===== config.mk =====
export PLATFORM = sky130hd
export DESIGN_NAME = pixel_frame_src
export DESIGN_NICKNAME = d
export VERILOG_FILES = /design/src/rtl/pixel_frame_src.sv
export SDC_FILE = /design/constraint.sdc
export NUM_CORES = 1
export LEC_CHECK = 0
export CAP_MARGIN = 20
export CORE_MARGIN = 2
export CORE_UTILIZATION = 40
export CTS_CLUSTER_SIZE = 8
export DETAILED_ROUTE_END_ITERATION = 12
export PLACE_DENSITY = 0.71
export SETUP_SLACK_MARGIN = 0.2
export SKIP_CTS_REPAIR_TIMING = 1
export SLEW_MARGIN = 20
export SYNTH_ARGS = -nofsm -noshare
export SYNTH_HDL_FRONTEND = slang
export SYNTH_SLANG_ARGS = --single-unit
export TNS_END_PERCENT = 50

===== constraint.sdc =====
create_clock -name clk -period 4.71 [get_ports clk]
set_input_delay 0.942 -clock clk [delete_from_list [all_inputs] [get_ports clk]]
set_output_delay 0.942 -clock clk [all_outputs]
set_load 0.005 [all_outputs]

===== src/rtl/pixel_frame_src.sv =====
// Test-pattern pixel source: emits IMG_WIDTH x IMG_HEIGHT 8-bit frames over a
// registered valid/ready stream, with sof/eol/eof markers and a run frame count.
module pixel_frame_src #(
  parameter int IMG_WIDTH  = 32,
  parameter int IMG_HEIGHT = 32
) (
  input  logic       clk,
  input  logic       rstn,
  input  logic       start,
  input  logic [1:0] pattern,
  input  logic [7:0] seed,
  input  logic [3:0] frames,
  output logic [7:0] pixel_out,
  output logic       VALID_OUT,
  input  logic       READY_IN,
  output logic       sof,
  output logic       eol,
  output logic       eof,
  output logic       busy,
  output logic       done,
  output logic [3:0] frame_cnt
);

  localparam int CW = $clog2(IMG_WIDTH);
  localparam int RW = $clog2(IMG_HEIGHT);

  typedef enum logic [1:0] {
    IDLE = 2'd0,
    RUN  = 2'd1,
    DONE = 2'd2
  } state_t;

  state_t        state;
  logic [RW-1:0] row;
  logic [CW-1:0] col;
  logic [7:0]    lfsr;
  logic [1:0]    pat_q;
  logic [7:0]    seed_q;
  logic [3:0]    frames_q;

  logic [RW-1:0] row_nx;
  logic [CW-1:0] col_nx;
  logic [7:0]    lfsr_nx;
  logic [7:0]    lfsr_init;
  logic [3:0]    frame_cnt_nx;
  logic          last_col;
  logic          last_row;
  logic          run_over;

  function automatic logic [7:0] lfsr_step(input logic [7:0] x);
    lfsr_step = {x[6:0], x[7] ^ x[5] ^ x[4] ^ x[3]};
  endfunction

  // Masking with a cast 4 yields 0 when the counter has no bit 2 (tiny frames).
  function automatic logic [7:0] pix_calc(input logic [1:0]    pat,
                                          input logic [7:0]    sd,
                                          input logic [RW-1:0] r,
                                          input logic [CW-1:0] c,
                                          input logic [7:0]    lf);
    case (pat)
      2'b00:   pix_calc = 8'(r) + 8'(c) + sd;
      2'b01:   pix_calc = ((|(r & RW'(4))) ^ (|(c & CW'(4)))) ? 8'hFF : 8'h00;
      2'b10:   pix_calc = lf;
      default: pix_calc = sd;
    endcase
  endfunction

  always_comb begin
    last_col     = (col == CW'(IMG_WIDTH - 1));
    last_row     = (row == RW'(IMG_HEIGHT - 1));
    col_nx       = last_col ? '0 : col + CW'(1);
    row_nx       = row;
    if (last_col) row_nx = last_row ? '0 : row + RW'(1);
    lfsr_nx      = lfsr_step(lfsr);
    lfsr_init    = (seed == 8'h00) ? 8'h01 : seed;
    frame_cnt_nx = frame_cnt + 4'd1;
    run_over     = ((frames_q != 4'd0) && (frame_cnt_nx == frames_q)) || !start;
  end

  always_ff @(posedge clk) begin
    if (!rstn) begin
      state     <= IDLE;
      row       <= '0;
      col       <= '0;
      lfsr      <= 8'h01;
      pat_q     <= '0;
      seed_q    <= '0;
      frames_q  <= '0;
      pixel_out <= '0;
      VALID_OUT <= 1'b0;
      sof       <= 1'b0;
      eol       <= 1'b0;
      eof       <= 1'b0;
      busy      <= 1'b0;
      done      <= 1'b0;
      frame_cnt <= '0;
    end else begin
      case (state)
        IDLE: begin
          done      <= 1'b0;
          VALID_OUT <= 1'b0;
          if (start) begin
            pat_q     <= pattern;
            seed_q    <= seed;
            frames_q  <= frames;
            row       <= '0;
            col       <= '0;
            frame_cnt <= '0;
            lfsr      <= lfsr_init;
            pixel_out <= pix_calc(pattern, seed, '0, '0, lfsr_init);
            sof       <= 1'b1;
            eol       <= 1'b0;
            eof       <= 1'b0;
            VALID_OUT <= 1'b1;
            busy      <= 1'b1;
            state     <= RUN;
          end
        end

        RUN: begin
          if (VALID_OUT && READY_IN) begin
            row       <= row_nx;
            col       <= col_nx;
            lfsr      <= lfsr_nx;
            pixel_out <= pix_calc(pat_q, seed_q, row_nx, col_nx, lfsr_nx);
            sof       <= (row_nx == '0) && (col_nx == '0);
            eol       <= (col_nx == CW'(IMG_WIDTH - 1));
            eof       <= (row_nx == RW'(IMG_HEIGHT - 1)) && (col_nx == CW'(IMG_WIDTH - 1));
            if (eof) begin
              frame_cnt <= frame_cnt_nx;
              // A frame in progress always finishes; the stop decision is only made here.
              if (run_over) begin
                VALID_OUT <= 1'b0;
                busy      <= 1'b0;
                done      <= 1'b1;
                sof       <= 1'b0;
                eol       <= 1'b0;
                eof       <= 1'b0;
                state     <= DONE;
              end
            end
          end
        end

        DONE: begin
          done  <= 1'b0;
          state <= IDLE;
        end

        default: begin
          VALID_OUT <= 1'b0;
          busy      <= 1'b0;
          done      <= 1'b0;
          state     <= IDLE;
        end
      endcase
    end
  end

endmodule


==> results.cfg <==
[timing]
layout_worst_path_cycle_share = 0.8656
finalSetupTns_ps = 0
setup_viol = 0
tightestPinTransition_ps = 825.6
worst_slew_slack_as_a_fraction_of_its_limit = 0.4479
timing_max_transition_violations_final = 0
layout_min_cycle_time_ps = 4077
timing.clock.skew_ps = 7.149
max_clock_freq_ghz = 0.2453
timing.final.hold_violations = 0
grt_setup_unrepaired = false

[route]
drc = 0
avgViaCountPerCell = 5.704
firstDrtPassIters = 5
postRouteAntennaNets = 0
wl_per_instance_um = 15.80
routed-via-count = 3046
drt_iter0_markers = 172
drt_wl_total_um = 8439

[power_and_ir_drop]
cellLeakagePower_uw = 0.001409
post-layout-total-power_uw = 912.0
p_per_area_mw_per_mm2 = 248.3
peakVddDrop_uv = 175.5

[grt]
grt_first_pass_wirelength_um = 14320
maximum_number_of_pins_on_one_net_before_global_route_repair = 36
grt_overflow = 0
grt.met2_usage = 0.3418
grt_util_all_layers = 0.2070
number_of_antenna_violations_at_the_first_check_in_global_routing = 0
first_global_vias = 2946
gr-max-usage-layer = met2
use_met3 = 0.03173
grt_use_met1 = 0.2719

[critical_path]
cp_slowest_stage_delay_ps = 450
critical_path.max_fanout = 14
critical_path_arrival_ps = 4280
critPathKind = flop to flop
critPathSlowestCell = sky130_fd_sc_hd__ha_1
timing.critical_path.from_type = flop
critical_path_required_time_ps = 4910
endpoint_kind = flop
timing.critical_path.cells = ha_1 -> and3_1 -> ha_1 -> nand2b_1 -> mux2i_1 -> inv_1 -> fa_1 -> inv_1 -> ha_1 -> inv_1 -> fa_1 -> nor2b_1 -> o2111ai_1 -> and4_1 -> a2111oi_0 -> o41ai_1

[floorplanning]
io-pin-count = 36
die_width_um = 92.93
core_area_mm2 = 0.007687
rows = 32
die_y_um = 92.93
initial_core_utilization = 0.4115
die_area_mm2 = 0.008635

[synthesis]
most_used_standard_cells_in_the_synthesized_netlist = sky130_fd_sc_hd__nand2_1, sky130_fd_sc_hd__dfxtp_1, sky130_fd_sc_hd__nor2_1
synth-simple-area-share = 0.2243
top_flip_flop_cell_by_instance_count_after_synthesis = sky130_fd_sc_hd__dfxtp_1
synthesis.area_per_instance_um2 = 7.791
post-synth-top-area-fraction = 0.3291
syn-instance-count = 406
yosys_warnings = 0
area_share_of_fa_ha_maj_cells_after_synthesis = 0.08940
netlist_area_mm2 = 0.003163
ys_seq_elements = 52
synth-compound-area-share = 0.2330
synth_largest_area_cell = sky130_fd_sc_hd__dfxtp_1
synth_enable_flop_cells = 0
synthDistinctLibCells = 59
postSynthNetCount = 443
synthXorXnorAreaFrac = 0.03758
synth_top_family_by_area = compound AO/OA/AOI/OAI gates
ys_seq_area_frac = 0.3291
ys_top_cells_by_area = sky130_fd_sc_hd__dfxtp_1, sky130_fd_sc_hd__nand2_1, sky130_fd_sc_hd__a21oi_1, sky130_fd_sc_hd__ha_1, sky130_fd_sc_hd__nor2_1
async_flop_share = 0
yosysMostFrequentCell = sky130_fd_sc_hd__nand2_1
synthMuxAreaShare = 0.02571

[layout]
share_of_cells_above_drive_strength_1 = 0.04167
insertedDiodeCount = 0
net_total_in_the_final_layout = 468
synthToLayoutAreaGrowth_pct = 16.14

[place]
dp_hpwl_um = 6174
io_buffers = 35
place.gp.congestion = 0.8782

[clock_tree]
clock_tree.root_cell = sky130_fd_sc_hd__clkbuf_8
cts_buffer_depth = 2
clock_tree_from_tritoncts = yes
cts_buffers = 5
path_clk_slew_ps = 100
clock_latency_ps = 310
cts_num_sinks = 52
htree_levels = 2

[worst_hold_path]
hold_path_class = flop to flop

[status]
status = complete, no violations

[job]
timing.max_cap.violations = 0
## sequential cells by signal, indices dropped and copies added (netlist names)
name       count
VALID_OUT      1
busy           1
col            5
done           1
eof            1
eol            1
frame_cnt      4
frames_q       4
lfsr           8
pat_q          2
pixel_out      8
row            5
seed_q         8
sof            1
state          2
## layout by cell type, fill, tap and decap left out, drive strengths merged, types with 13 or more instances in the layout
cell | netlist | routed
clkdlybuf4s50 | 0 | 35
nand2 | 66 | 66
inv | 26 | 26
dfxtp | 52 | 52
ha | 13 | 13
nor2 | 39 | 39
o21ai | 20 | 20
a21oi | 35 | 35
nand3 | 13 | 13
## per-stage QoR
stage          utilization  hold slack, ps  instance area [um2]  worst slack, ps  cells
2_1_floorplan            -           436.3                 3163             1140    406
3_3_place_gp        0.4657           444.4                 3580            881.6    526
3_5_place_dp        0.4657           449.2                 3580            659.6    526
4_1_cts             0.4779           464.2                 3674            639.1    534
5_1_grt             0.4779           493.8                 3674            256.6    534
6_report            0.4779           460.7                 3674            633.1    534
## cell families after synthesis
logic type / count (synthesis)
and+or+nand+nor: 156
AOI/OAI and AO/OA: 111
DFF: 52
buffers and inverters: 48
adders and majority gates: 19
xor gates and xnor gates: 12
muxes: 8
## final cells by class
| class | count | area (um2) |
|---|---|---|
| well taps | 102 | 127.6 |
| multi-input cells | 306 | 1929 |
| clock buffers | 7 | 86.33 |
| clock inverters | 1 | 7.507 |
| repair buffers | 39 | 380.4 |
| flip-flops and latches | 52 | 1041 |
| inverters | 27 | 101.3 |
| fillers | 774 | 4014 |
## where the power goes
| group | total [uW] | leakage [uW] | switching (uW) | internal [uW] |
|---|---|---|---|---|
| combinational | 155 | 0.000940 | 85.3 | 69.3 |
| sequential | 484 | 0.000425 | 24.0 | 460 |
| clock | 273 | 0.0000445 | 154 | 120 |
## worst max-delay path: cells and delay by family, from the launching register on
kind,cells,cell delay [ps]
adder cells (fa/ha/maj),5,1660
multiplexers,1,290
AND/OR/NAND/NOR,4,780
buffers and inverters,3,230
AO/OA/AOI/OAI,3,600
flip-flops,1,410
## layer usage
metal  vias to the layer above  share of wire
met1                      1433           0.43
met2                       118           0.48
li1                       1480              -
met5                         -              0
met3                        15          0.061
met4                         0          0.021
## worst paths after layout
check,start,end,slack (ps),depth (start not counted)
setup / recovery,col[1],pixel_out[7],630,16
hold reg to reg,eol,eol,460,2
hold / removal,eol,eol,460,2
setup reg to reg,col[1],pixel_out[7],630,16
No activity file was read; power rests on OpenSTA's default activity.
